<file path="config.mk">
export PLATFORM = sky130hd
export DESIGN_NAME = sgd_a_rd_credit_issuer
export DESIGN_NICKNAME = d
export VERILOG_FILES = /design/src/rtl/sgd_a_rd_credit_issuer_pkg.sv /design/src/rtl/sgd_credit_window.sv /design/src/rtl/sgd_a_rd_credit_issuer.sv
export SDC_FILE = /design/constraint.sdc
export NUM_CORES = 1
export LEC_CHECK = 0
export ABC_AREA = 1
export ABC_CLOCK_PERIOD_IN_PS = 4290
export BUFFER_PORTS_ARGS = -buffer_cell sky130_fd_sc_hd__buf_2
export CORE_MARGIN = 1
export CORE_UTILIZATION = 25
export CTS_CLUSTER_DIAMETER = 80
export DETAILED_ROUTE_END_ITERATION = 8
export PLACE_DENSITY_LB_ADDON = 0.3
export SYNTH_ARGS = -nofsm -noshare
export SYNTH_HDL_FRONTEND = slang
export SYNTH_SLANG_ARGS = --single-unit
export TNS_END_PERCENT = 1
</file>
<file path="constraint.sdc">
create_clock -name clk -period 4.29 [get_ports clk]
set_input_delay 0.858 -clock clk [delete_from_list [all_inputs] [get_ports clk]]
set_output_delay 0.858 -clock clk [all_outputs]
set_load 0.005 [all_outputs]
</file>
<file path="src/rtl/sgd_a_rd_credit_issuer_pkg.sv">
// Shared SGD bank/engine geometry and helpers used by the A-read credit issuer.
package sgd_a_rd_credit_issuer_pkg;

    localparam int BIT_WIDTH_OF_BANK = 3;
    localparam int NUM_OF_BANKS      = 1 << BIT_WIDTH_OF_BANK;
    localparam int ENGINE_NUM_WIDTH  = 6;
    localparam int CHUNK_SHIFT       = BIT_WIDTH_OF_BANK + ENGINE_NUM_WIDTH;

    // Number of chunks needed to cover `dim` features, rounded up; 33-bit sum avoids overflow.
    function automatic logic [31:0] ceil_chunks(input logic [31:0] dim);
        logic [32:0] sum;
        sum = {1'b0, dim} + 33'((1 << CHUNK_SHIFT) - 1);
        return sum[32:CHUNK_SHIFT] == '0 ? 32'd0 : 32'(sum >> CHUNK_SHIFT);
    endfunction

endpackage

</file>
<file path="src/rtl/sgd_credit_window.sv">
// Classifies the outstanding model-writer credit window into grant / error.
module sgd_credit_window (
    input  logic [7:0] credit,
    input  logic [7:0] consumed,
    output logic       grant,
    output logic       error
);

    logic [7:0] avail;

    // 8-bit subtraction wraps naturally, so a 255->0 credit step is just more credit.
    assign avail = credit - consumed;
    assign error = avail[7];
    assign grant = !avail[7] && (avail != 8'd0);

endmodule

</file>
<file path="src/rtl/sgd_a_rd_credit_issuer.sv">
// Issues per-group chunk read descriptors for the A matrix, paced by writer credit.
module sgd_a_rd_credit_issuer
    import sgd_a_rd_credit_issuer_pkg::*;
#(
    parameter int CHUNK_BITS = 12
) (
    input  logic                  clk,
    input  logic                  rst_n,
    input  logic                  started,
    input  logic [31:0]           dimension,
    input  logic [31:0]           number_of_samples,
    input  logic [31:0]           number_of_epochs,
    input  logic [7:0]            x_wr_credit_counter,
    output logic                  rd_req_valid,
    input  logic                  rd_req_ready,
    output logic [31:0]           rd_req_group,
    output logic [CHUNK_BITS-1:0] rd_req_chunk,
    output logic                  rd_req_last,
    output logic                  a_rd_done,
    output logic                  a_rd_error,
    output logic [31:0]           state_counters_a_rd
);

    localparam logic [2:0] S_IDLE        = 3'd0;
    localparam logic [2:0] S_START       = 3'd1;
    localparam logic [2:0] S_EPOCH       = 3'd2;
    localparam logic [2:0] S_WAIT_CREDIT = 3'd3;
    localparam logic [2:0] S_ISSUE       = 3'd4;
    localparam logic [2:0] S_DONE        = 3'd5;

    logic [2:0]            state;
    logic                  started_r, started_r2;
    logic [31:0]           dimension_r, samples_r, epochs_r, chunks_r;
    logic [9:0]            epoch_index;
    logic [31:0]           group_index;
    logic [CHUNK_BITS-1:0] chunk;
    logic [7:0]            consumed;
    logic                  credit_grant, credit_error;
    logic                  last_chunk;

    sgd_credit_window u_credit_window (
        .credit   (x_wr_credit_counter),
        .consumed (consumed),
        .grant    (credit_grant),
        .error    (credit_error)
    );

    assign last_chunk          = (32'(chunk) == chunks_r - 32'd1);
    assign rd_req_valid        = (state == S_ISSUE);
    assign rd_req_group        = group_index;
    assign rd_req_chunk        = chunk;
    assign rd_req_last         = rd_req_valid && last_chunk;
    assign state_counters_a_rd = {rd_req_valid, state, group_index[19:0], epoch_index[7:0]};

    // Configuration is re-sampled every cycle; chunks lags dimension by one more stage.
    always_ff @(posedge clk) begin
        // NOTE: non-blocking assignments so every register samples pre-edge values.
        if (!rst_n) begin
            started_r   <= 1'b0;
            started_r2  <= 1'b0;
            dimension_r <= '0;
            samples_r   <= '0;
            epochs_r    <= '0;
            chunks_r    <= '0;
        end else begin
            started_r   <= started;
            started_r2  <= started_r;
            dimension_r <= dimension;
            samples_r   <= number_of_samples;
            epochs_r    <= number_of_epochs;
            chunks_r    <= ceil_chunks(dimension_r);
        end
    end

    always_ff @(posedge clk) begin
        if (!rst_n) begin
            state       <= S_IDLE;
            epoch_index <= '0;
            group_index <= '0;
            chunk       <= '0;
            consumed    <= '0;
            a_rd_done   <= 1'b0;
            a_rd_error  <= 1'b0;
        end else begin
            case (state)
                S_IDLE: begin
                    if (started_r2) state <= S_START;
                end
                S_START: begin
                    epoch_index <= '0;
                    group_index <= '0;
                    consumed    <= '0;
                    if (chunks_r == 32'd0) begin
                        a_rd_error <= 1'b1;
                        a_rd_done  <= 1'b1;
                        state      <= S_DONE;
                    end else begin
                        state <= S_EPOCH;
                    end
                end
                S_EPOCH: begin
                    group_index <= '0;
                    if (epoch_index == epochs_r[9:0]) begin
                        a_rd_done <= 1'b1;
                        state     <= S_DONE;
                    end else begin
                        state <= S_WAIT_CREDIT;
                    end
                end
                S_WAIT_CREDIT: begin
                    if (group_index == samples_r) begin
                        epoch_index <= epoch_index + 10'd1;
                        state       <= S_EPOCH;
                    end else if (credit_error) begin
                        a_rd_error <= 1'b1;
                        a_rd_done  <= 1'b1;
                        state      <= S_DONE;
                    end else if (credit_grant) begin
                        chunk <= '0;
                        state <= S_ISSUE;
                    end
                end
                S_ISSUE: begin
                    if (rd_req_ready) begin
                        if (last_chunk) begin
                            group_index <= group_index + 32'(NUM_OF_BANKS);
                            consumed    <= consumed + 8'd1;
                            state       <= S_WAIT_CREDIT;
                        end else begin
                            chunk <= chunk + 1'b1;
                        end
                    end
                end
                S_DONE: begin
                    a_rd_done <= 1'b1;
                end
                default: state <= S_IDLE;
            endcase
        end
    end

endmodule

</file>
Yosys cells after proc, flatten, opt, wreduce, memory -nomap -nowiden
Index checks and enable logic that the tools add are counted.
W data, S select, Z words.
{ "totals": {"word_cells": 93, "out_inout_bits": 80, "inputBits": 108, "reg_bits": 175} }
{ "op_classes": {"add_sub_neg": 7, "mux": 29, "n_bitwise": 2, "eq_ne": 20, "reduce_logical": 21} }
{ "op_table": {"columns": ["op", "n"], "rows": [
  ["$mux W32", 2],
  ["$pmux W32 S2", 1],
  ["$mux W12", 5],
  ["$add A32 B9 Y33 const B", 1],
  ["$add A32 B4 Y32 const B", 1],
  ["$eq A12 B32 Y1", 1],
  ["$eq A32 B32 Y1", 1],
  ["$logic_not A32 Y1", 1],
  ["$sub A32 B1 Y32 const B", 1],
  ["$logic_not A24 Y1", 1],
  ["$mux W3", 8],
  ["$pmux W12 S2", 1],
  ["$pmux W10 S2", 1],
  ["$pmux W3 S6", 1],
  ["$mux W8", 2],
  ["$ne A2 B2 Y1 const B", 8],
  ["$pmux W8 S2", 1],
  ["$add A12 B1 Y12 const B", 1],
  ["$add A10 B1 Y10 const B", 1],
  ["$eq A10 B10 Y1", 1],
  ["$mux W10", 1],
  ["$reduce_and A5 Y1", 2],
  ["$add A8 B1 Y8 const B", 1],
  ["$reduce_bool A2 Y1", 4],
  ["20 further kinds", 31]
]} }

Logic depth before layout (Yosys ltp)
Gate-level depths: netlist of run 1.
{ "logic_depth": {"ltp_word": 7, "ltp_mapped": 19, "ltp_nobuf": 19} }

By module
From an unflattened synthesis of run 1, not the netlist that was laid out.
{ "hier_totals": {"hier_cells": 1562, "hier_area_um2": 9933.3} }
{ "by_module_without_submodules": {"columns": ["module", "area_each_um2", "n_inst", "cells_each", "seq_area_each_um2"], "rows": [
  ["sgd_a_rd_credit_issuer", 9511.6, 1, 1480, 3283.1],
  ["sgd_credit_window", 421.7, 1, 82, 0.0]
]} }

Worst setup path before layout of run 1
No wires, ideal clock.
{ "synth_path": {"kind": "in2reg", "startpoint": "in x_wr_credit_counter[0]", "endpoint": "reg chunk[7], in the netlist rd_req_chunk[7]", "slack_ns": 1.538, "arrival_ns": 2.682, "path_stages": 16, "required_time_ns": 4.220, "path_cell_list": "inv_1 > ha_1 > inv_1 > fa_1 > nand3_1 > nand2_1 > nand2_1 > nand2_1 > a21oi_1 > nand2_1 > nand4_1 > nand2_1 > nor2_1 > buf_2 > nand3_1 > a21oi_1"} }
{ "synth_between": {"elab_chain_cells": 5, "elab_cells_between_ends": 7, "cone_classes": "add/sub (1); eq/ne (2); reduce/logical (4)"} }
{ "synth_rtl": {"columns": ["item", "line", "rtl"], "rows": [
  ["start: declaration", "sgd_a_rd_credit_issuer.sv:13", "input logic [7:0] x_wr_credit_counter,"],
  ["$sub A8 B8 Y8 *", "sgd_credit_window.sv:12", "assign avail = credit - consumed;"],
  ["$reduce_bool A8 Y1 or $logic_not A1 Y1 (tied branches)", "sgd_credit_window.sv:14", "assign grant = !avail[7] && (avail != 8'd0);"],
  ["$logic_and A1 B1 Y1", "sgd_credit_window.sv:14", null],
  ["$ne A2 B2 Y1 (no line)", null, null],
  ["$reduce_and A6 Y1 (no line) *", null, null],
  ["end signal: assignment", "sgd_a_rd_credit_issuer.sv:130", "chunk <= chunk + 1'b1;"],
  ["end: declaration", "sgd_a_rd_credit_issuer.sv:36", "logic [CHUNK_BITS-1:0] chunk;"]
]} }
Every way passes the cells marked *; elsewhere a longest branch is shown, timed or not.
A chain may end at the register's enable or synchronous reset.

Worst setup path in the final report of run 1
{ "layout_path": {"startpoint": "reg chunks_r[0]", "endpoint": "out rd_req_last"} }
{ "layout_between": {"elab_chain_cells": 3} }
{ "layout_rtl": {"columns": ["item", "line", "rtl"], "rows": [
  ["start: declaration", "sgd_a_rd_credit_issuer.sv:33", "logic [31:0] dimension_r, samples_r, epochs_r, chunks_r;"],
  ["start signal: assignment", "sgd_a_rd_credit_issuer.sv:71", "chunks_r <= ceil_chunks(dimension_r);"],
  ["$sub A32 B1 Y32", "sgd_a_rd_credit_issuer.sv:48", "assign last_chunk = (32'(chunk) == chunks_r - 32'd1);"],
  ["$eq A12 B32 Y1", "sgd_a_rd_credit_issuer.sv:48", null],
  ["$logic_and A1 B1 Y1", "sgd_a_rd_credit_issuer.sv:52", "assign rd_req_last = rd_req_valid && last_chunk;"],
  ["end: declaration", "sgd_a_rd_credit_issuer.sv:18", "output logic rd_req_last,"]
]} }
No other way between the ends.

==> flow_summary.ini, run 1 <==
[finish]
final_util_pct = 29.7
drive_above_1_share_pct = 14.3
syn_to_final_growth_pct = 17.0
mostFrequentLayoutCells = 378 x nand2_1, 234 x inv_1, 216 x nor2_1
nNetsFinal = 1753
multiInputGateArea_um2 = 5190
final_common_cell = nand2_1
fillers = 4292
num_antenna_cells = 0
seqCellArea_um2 = 3280
final_cells = 2162

[job]
cap_violations = 0

[synth]
postSynthAreaPerCell_um2 = 6.46
yosysTopAreaCellShare_pct = 33.5
synth_cells = 1518
synth_cell_type_count = 42
yosysTopAreaCell = dfxtp_1
synthTopCellsByArea = dfxtp_1 33%, nand2_1 14%, inv_1 9.0%, nor2_1 8.3%, xor2_1 6.2%
seq_area_frac_synth_pct = 33.5
yosys_warnings = 0
netlist_area_um2 = 9810
ys_ff_latch = 164

[timing]
clock_skew_ns = 0.0163
finalSetupViolations = 0
worst_slack_ns = 0.864
finalCritPeriodShare_pct = 79.8
tightest_slew_ns = 0.665
clock.fmax_ghz = 0.292
rsz0062_at_grt = false
fin_tns_setup_ns = 0
layout_min_cycle_time_ns = 3.43
relSlewSlack_pct = 55.5
hold_viol = 0
maxSlewViolCount = 0

[floorplan]
dieArea_um2 = 40000
rows = 72
die_w_um = 200
ioPinCount = 188
initial_core_util_pct = 25.4
die_h_um = 200
core_um2 = 38600

[placement]
placed_cells = 2130
pre_cts_ws_ns = 1.03
place.gp.congestion = 0.891
port_buffers = 159
dp.final_hpwl_um = 22200

[global_route]
grt_pass1_vias = 8759
grt_max_degree = 58
gr-total-overflow = 0
antenna_found_initial = 0
grt_pass1_wl_um = 46300
track_usage_pct = 14.4

[routing]
ant_nets = 0
dr_wl_met2_um = 12200
drtIter0Drc = 477
route.vias.total = 9348
wl_met1_um = 14900
dr_wl_met3_um = 1110
drc = 0
dr.max_layer_used = met4
wl_per_cell_um = 13.2
dr.pass1.iters = 5
via_per_inst = 4.32
routed_wl_um = 28600

[clocking]
postCtsHoldBufs = 0
cts_tree = built
cts_setup_buffers = 0
cts_made_buffers = 17
cts.path.max_buffers = 2
clock-sinks = 164
cts_root_buf = clkbuf_16
htreeDepth = 4
clock_latency_ns = 0.45
clkTransAtPathRegs_ns = 0.07
postCtsResizedCells = 0

[setup_path]
critPathLaunchType = flop
cp.required_ns = 3.43
cp-end-kind = output pin
r2r_start = chunks_r[0]$_SDFF_PP0_
crit_fanout = 10
path_class = reg -> out
cp.arrival_ns = 2.57
ff2ff_path_depth = 17
worstSetupStartpoint = chunks_r[0]$_SDFF_PP0_

[hold_path]
whs_path_depth = 2
hp-start = started_r$_SDFF_PN0_
hold_class = reg -> reg

[power_and_ir_drop]
power.leakage_nw = 5.49
power_density_nw_per_um2 = 383
finalPower_w = 0.00440
vdd_drop_max_mv = 0.284

[outcome]
status = completed
worst paths after layout:
kind | slack [ns] | endpoint
worst max-delay path | 0.86 | rd_req_last
worst min-delay path | 0.42 | started_r2$_SDFF_PN0_
worst max register to register | 1.08 | rd_req_group[25]$_SDFFE_PN0P_
worst min register to register | 0.42 | started_r2$_SDFF_PN0_
routing by layer:
metal | GRT usage (%) | up-vias
met5 | 0 | -
li1 | - | 4930
met2 | 22.1 | 210
met3 | 1.97 | 24
met4 | 3.85 | 0
met1 | 20.9 | 4184
flip-flops by register name (all words and copies together) (netlist names), 3 cells and up:
| signal | flops |
|---|---|
| state | 3 |
| epochs_r | 10 |
| rd_req_group | 29 |
| rd_req_chunk | 12 |
| dimension_r | 32 |
| chunks_r | 24 |
| epoch_index | 10 |
| samples_r | 32 |
| consumed | 8 |
final cells by class:
class	instances	share of cell area (%)
timing repair buffer	166	7.39
clock buffer	17	3.71
inverter	238	7.78
multi-input combinational	1044	45.2
clock inverter	15	1.65
tap	518	5.65
sequential	164	28.6
cell usage after synthesis, drive strengths merged:
master and instances:
dfxtp 164, nand3 68, o21a 1, nand4 76
a31oi 2, and3 1, a211oi 2, xor2 69
and2 1, or3 1, nand3b 7, fa 1
conb 1, or2 12, nand2 386, inv 238
nor3b 6, o21bai 2, nor3 48, nor4b 1
o21ai 14, nor4 10, o211ai 1, nor2 226
xnor2 21, a311oi 1, a21oi 68, buf 50
ha 13, clkbuf 27
stage by stage:
step	instance area (um2)	hold slack [ns]
finish	11500	0.423
global route	11500	0.472
CTS	11500	0.428
detailed placement	10900	0.412
global placement	10900	0.406
floorplan	9830	0.390
worst max-delay path, cell delays in order (launching register included):
cell and delay, ns:
dfxtp_1 0.35, inv_1 0.12, ha_1 0.21, nand2_2 0.14, nor2_8 0.23, nand2_1 0.09
nand2_1 0.09, nand4_1 0.10, nor4b_1 0.30, nand2_1 0.10, nor2_1 0.10, nand2_1 0.05
nor2_1 0.12, buf_2 0.13
logic make-up after synthesis:
family,share of synthesized area (%)
buffers and inverters,13.8
adders and majority gates,1.86
xor gates and xnor gates,8.03
AOI/OAI and AO/OA,4.93
and+or+nand+nor,37.8
other,0.0382
DFF,33.5
where the power goes:
part	total (W)	internal, W	switching [W]
Combinational	0.00113	0.000324	0.000802
Clock	0.00158	0.000842	0.000738
Sequential	0.00170	0.00161	0.0000870
(Power assumes the default switching activity.)
==> run 2, diff against run 1 <==
--- a/config.mk
+++ b/config.mk
@@ -6,7 +6,7 @@
 export NUM_CORES = 1
 export LEC_CHECK = 0
 export ABC_AREA = 1
-export ABC_CLOCK_PERIOD_IN_PS = 4290
+export ABC_CLOCK_PERIOD_IN_PS = 3100
 export BUFFER_PORTS_ARGS = -buffer_cell sky130_fd_sc_hd__buf_2
 export CORE_MARGIN = 1
 export CORE_UTILIZATION = 25
==> constraint.sdc (replaced) <==
create_clock -name clk -period 3.1 [get_ports clk]
set_input_delay 0.62 -clock clk [delete_from_list [all_inputs] [get_ports clk]]
set_output_delay 0.62 -clock clk [all_outputs]
set_load 0.005 [all_outputs]
==> flow_summary.ini, run 2 (synthesized netlist as in run 1, its figures left out) <==
[placement]
dp.final_hpwl_um = 22900
port_buffers = 159
place.gp.congestion = 0.902
placed_cells = 2146
placed_cell_area_um2 = 11000

[setup_path]
crit_fanout = 6
cp.required_ns = 2.48
ff2ff_path_depth = 18
timing.rr.end = rd_req_chunk[1]$_SDFFE_PN0P_
r2r_start = chunks_r[0]$_SDFF_PP0_
path_class = reg -> out
cp-end-kind = output pin
critPathLaunchType = flop
cp.arrival_ns = 2.39
r2r_slack_ns = 0.33

[routing]
wl_per_cell_um = 13.3
ant_nets = 0
route.vias.total = 9450
routed_wl_um = 29100
drc = 0
via_per_inst = 4.33
dr.pass1.iters = 5
drtIter0Drc = 554

[finish]
syn_to_final_growth_pct = 19.3
seqCellArea_um2 = 3290
nNetsFinal = 1775
drive_above_1_share_pct = 16.1
final_cells = 2184
num_antenna_cells = 0
final_common_cell = nand2_1
multiInputGateArea_um2 = 5260
stdcell_area_um2 = 11700
mostFrequentLayoutCells = 376 x nand2_1, 234 x inv_1, 212 x nor2_1
fillers = 4300

[global_route]
grt_most_used_layer = met2
gr-total-overflow = 0
grt_max_degree = 41
met1_usage_pct = 20.5
antenna_found_initial = 0
track_usage_pct = 14.5
grt.met3_usage_pct = 2.10
grt_pass1_vias = 8867
grt_util_met2_pct = 22.7
grt_pass1_wl_um = 46400

[clocking]
cts.path.max_buffers = 2
clock_latency_ns = 0.45
htreeDepth = 4
cts_root_buf = clkbuf_16
cts_made_buffers = 17
cts_tree = built
clock-sinks = 164
clkTransAtPathRegs_ns = 0.07

[timing]
finalCritPeriodShare_pct = 97.0
clock_skew_ns = 0.0184
rsz0062_at_grt = true
relSlewSlack_pct = 58.3
finalSetupViolations = 0
layout_min_cycle_time_ns = 3.01
hold_viol = 0
maxSlewViolCount = 0
clock.fmax_ghz = 0.333
tightest_slew_ns = 0.624

[floorplan]
die_w_um = 200
rows = 72
die_h_um = 200
ioPinCount = 188
dieArea_um2 = 40000
core_um2 = 38600
initial_core_util_pct = 25.4

[power_and_ir_drop]
vdd_drop_max_mv = 0.389
power.leakage_nw = 5.61
power_density_nw_per_um2 = 528

[hold_path]
whs_path_depth = 3
hp-start = number_of_epochs[2]
hold_class = in -> reg
holdPathEnd = epochs_r[2]$_SDFF_PN0_

[job]
cap_violations = 0

[outcome]
status = completed
[run 2: how the worst max path moves through the flow]
stage | start | to | slack (ns) | depth (start not counted)
after CTS | chunks_r[8]$_SDFF_PP0_ | rd_req_last | 0.009 | 12
after detailed placement | x_wr_credit_counter[0] | state[2]$_SDFFE_PN0P_ | 0.28 | 19
after global routing | chunks_r[0]$_SDFF_PP0_ | rd_req_last | -0.04 | 14
final | chunks_r[0]$_SDFF_PP0_ | rd_req_last | 0.09 | 13
after floorplan | x_wr_credit_counter[0] | rd_req_chunk[7]$_SDFFE_PN0P_ | 0.59 | 16
after global placement | x_wr_credit_counter[0] | rd_req_chunk[1]$_SDFFE_PN0P_ | 0.27 | 19
[run 2: critical path, stage by stage, from the launching register on]
cell and delay, ns:
dfxtp_2 0.36, inv_1 0.11, ha_4 0.19, nand2_4 0.11
nor2_8 0.06, buf_2 0.16, nand3b_1 0.11, nand4_1 0.11
nor4b_2 0.25, nand2_1 0.09, nor2_1 0.09, nand2_1 0.06
nor2_2 0.11, buf_2 0.13
[run 2: power by group]
group	switching, W	internal (W)
Sequential	0.000118	0.00223
Clock	0.00102	0.00116
Combinational	0.00115	0.000507
[run 2: what timing repair did]
action,in CTS,in global routing
resized for setup,7,10
setup buffers,6,0
hold buffers,0,0
endpoints found under the setup margin,1,17
pin swaps,3,0
[run 2: metal layers]
metal / part of all wire [%] / up-vias
li1: - / 4974
met1: 51 / 4228
met2: 44 / 222
met3: 3.9 / 26
met4: 1.5 / 0
met5: 0 / -
[run 2: cell type report]
cell class	count	area share, %
tap	518	5.54
multi-input combinational	1044	44.9
inverter	238	7.63
timing repair buffer	188	8.64
sequential	164	28.1
clock inverter	15	1.56
clock buffer	17	3.63
[run 2: through the flow]
stage	hold slack [ns]	setup WS, ns	TNS, ns	utilization [%]	total power [W]
CTS	0.327	0.00882	0	30.2	0.00623
detailed placement	0.465	0.279	0	28.4	0.00401
global placement	0.444	0.273	0	28.4	0.00399
floorplan	0.390	0.586	0	-	0.00356
finish	0.349	0.0937	0	30.3	0.00618
global route	0.340	-0.0365	-0.0365	30.3	0.00653
==> run 3, diff against run 2 <==
--- a/config.mk
+++ b/config.mk
@@ -7,11 +7,11 @@
 export LEC_CHECK = 0
 export ABC_AREA = 1
 export ABC_CLOCK_PERIOD_IN_PS = 3100
-export BUFFER_PORTS_ARGS = -buffer_cell sky130_fd_sc_hd__buf_2
 export CORE_MARGIN = 1
 export CORE_UTILIZATION = 25
 export CTS_CLUSTER_DIAMETER = 80
 export DETAILED_ROUTE_END_ITERATION = 8
+export DONT_BUFFER_PORTS = 1
 export PLACE_DENSITY_LB_ADDON = 0.3
 export SYNTH_ARGS = -nofsm -noshare
 export SYNTH_HDL_FRONTEND = slang
==> flow_summary.ini, run 3 (synthesized netlist as in run 1, its figures left out) <==
[floorplan]
die_w_um = 200
rows = 72
core_um2 = 38600
dieArea_um2 = 40000
initial_core_util_pct = 25.4
die_h_um = 200
ioPinCount = 188

[routing]
routed_wl_um = 28500
via_per_inst = 4.37
route.vias.total = 8858
dr.pass1.iters = 5
wl_per_cell_um = 14.1
drtIter0Drc = 559
ant_nets = 0
drc = 0

[power_and_ir_drop]
swShare_pct = 36.2
power_density_nw_per_um2 = 552
pwr-share-comb_pct = 24.9
power.switching_w = 0.00219
vdd_drop_max_mv = 0.385
power.leakage_nw = 4.89
p_int_w = 0.00386
power_frac_clock_pct = 35.9
seqPwrFrac_pct = 39.1

[finish]
nNetsFinal = 1618
fillers = 4266
final_common_cell = nand2_1
final_util_pct = 28.4
mostFrequentLayoutCells = 376 x nand2_1, 233 x inv_1, 209 x nor2_1
syn_to_final_growth_pct = 11.7
num_antenna_cells = 0
stdcell_area_um2 = 11000
final_cells = 2027
drive_above_1_share_pct = 8.15

[setup_path]
cp_cell_sequence = inv_1 -> ha_4 -> nand2_4 -> nor2_8 -> nand2_1 -> nand2_1 -> nand4_1 -> nor4b_2 -> nand2_1 -> nor2_1 -> nand2_1 -> nor2_2 -> buf_4
cp.buffers_inverters = 2
path_class = reg -> out
cp-end-kind = output pin
critPathMostFrequentCell = nand2_1
critPathLaunchType = flop
cp.arrival_ns = 2.35
cpPeakStageDelay_ns = 0.31
crit_slowest_cell = dfxtp_1
crit_family = simple AND/OR/NAND/NOR gates
crit_fanout = 5
cp.required_ns = 2.48

[timing]
relSlewSlack_pct = 35.2
clock_skew_ns = 0.0164
finalCritPeriodShare_pct = 95.7
maxSlewViolCount = 0
finalSetupViolations = 0
layout_min_cycle_time_ns = 2.97
hold_viol = 0
clock.fmax_ghz = 0.337
fin_tns_setup_ns = 0
worst_slack_ns = 0.135
tightest_slew_ns = 0.970

[clocking]
clock-sinks = 164
htreeDepth = 4
clkTransAtPathRegs_ns = 0.07
cts_root_buf = clkbuf_16
cts_made_buffers = 17
cts_tree = built
clock_latency_ns = 0.45
cts.path.max_buffers = 2

[global_route]
grt_pass1_vias = 8231
gr-total-overflow = 0
track_usage_pct = 14.3
grt_max_degree = 84
antenna_found_initial = 0
grt_pass1_wl_um = 45200

[placement]
place.gp.congestion = 0.904
placed_cell_area_um2 = 10200
port_buffers = 0
placed_cells = 1989
dp.final_hpwl_um = 21900
pre_cts_ws_ns = 0.355

[job]
cap_violations = 0

[outcome]
status = completed

[hold_path]
hold_class = in -> reg
-- run 3: changes by cell type in the layout (fill, tap and decap cells not counted), sizes merged --
cell    before  now
buf        188   30
clkbuf      17   20
clkinv       5    3
inv        247  246
nor2       226  227
-- run 3: layer usage --
metal | track usage (%) | vias up | share of wire (%)
met2 | 21.5 | 214 | 42
li1 | - | 4662 | -
met1 | 19.8 | 3951 | 50
met4 | 5.27 | 0 | 2.0
met3 | 3.29 | 31 | 5.5
met5 | 0 | - | 0
-- run 3: what timing repair did --
item                                    4_1_cts  5_1_grt
gates cloned                                  1        0
endpoints found under the setup margin        1        1
setup buffers                                 2        3
hold buffers                                  0        0
pin swaps                                     1        4
resized for setup                             7       23
-- run 3: metrics by stage --
stage / hold slack (ns) / total power (W)
2_1_floorplan: 0.390 / 0.00356
3_3_place_gp: 0.468 / 0.00388
3_5_place_dp: 0.471 / 0.00389
4_1_cts: 0.247 / 0.00612
5_1_grt: 0.254 / 0.00643
6_report: 0.271 / 0.00606
-- run 3: worst reg2reg max path: cells and delay by family, from the launching register on --
family          cells  cell delay (ns)
simple gates       12             1.45
flops               1             0.36
buf+inv             3             0.59
compound gates      1             0.17
-- run 3: cell type report --
cell class / instances / area (um2) / share of cell area (%)
Timing Repair Buffer: 30 / 238 / 2.17
Clock buffer: 20 / 467 / 4.26
Inverter: 238 / 896 / 8.17
Tap cell: 518 / 648 / 5.91
Clock inverter: 12 / 134 / 1.22
Sequential cell: 164 / 3290 / 30.0
Multi-Input combinational cell: 1045 / 5290 / 48.3
-- run 3: power groups by stage --
stage,sequential (W),combinational (W),clock (W)
finish,0.00237,0.00151,0.00218
global route,0.00239,0.00169,0.00235
CTS,0.00237,0.00150,0.00225
detailed placement,0.00242,0.00148,0
global placement,0.00242,0.00146,0
floorplan,0.00235,0.00121,0
-- run 3: worst paths after layout --
kind	start	endpoint	slack, ns	cells after the start
max	chunks_r[1]$_SDFF_PP0_	rd_req_last	0.13	13
min	started	started_r$_SDFF_PN0_	0.27	2
max reg2reg	chunks_r[5]$_SDFF_PP0_	rd_req_group[24]$_SDFFE_PN0P_	0.48	16
min reg2reg	consumed[5]$_SDFFE_PN0P_	consumed[5]$_SDFFE_PN0P_	0.48	2
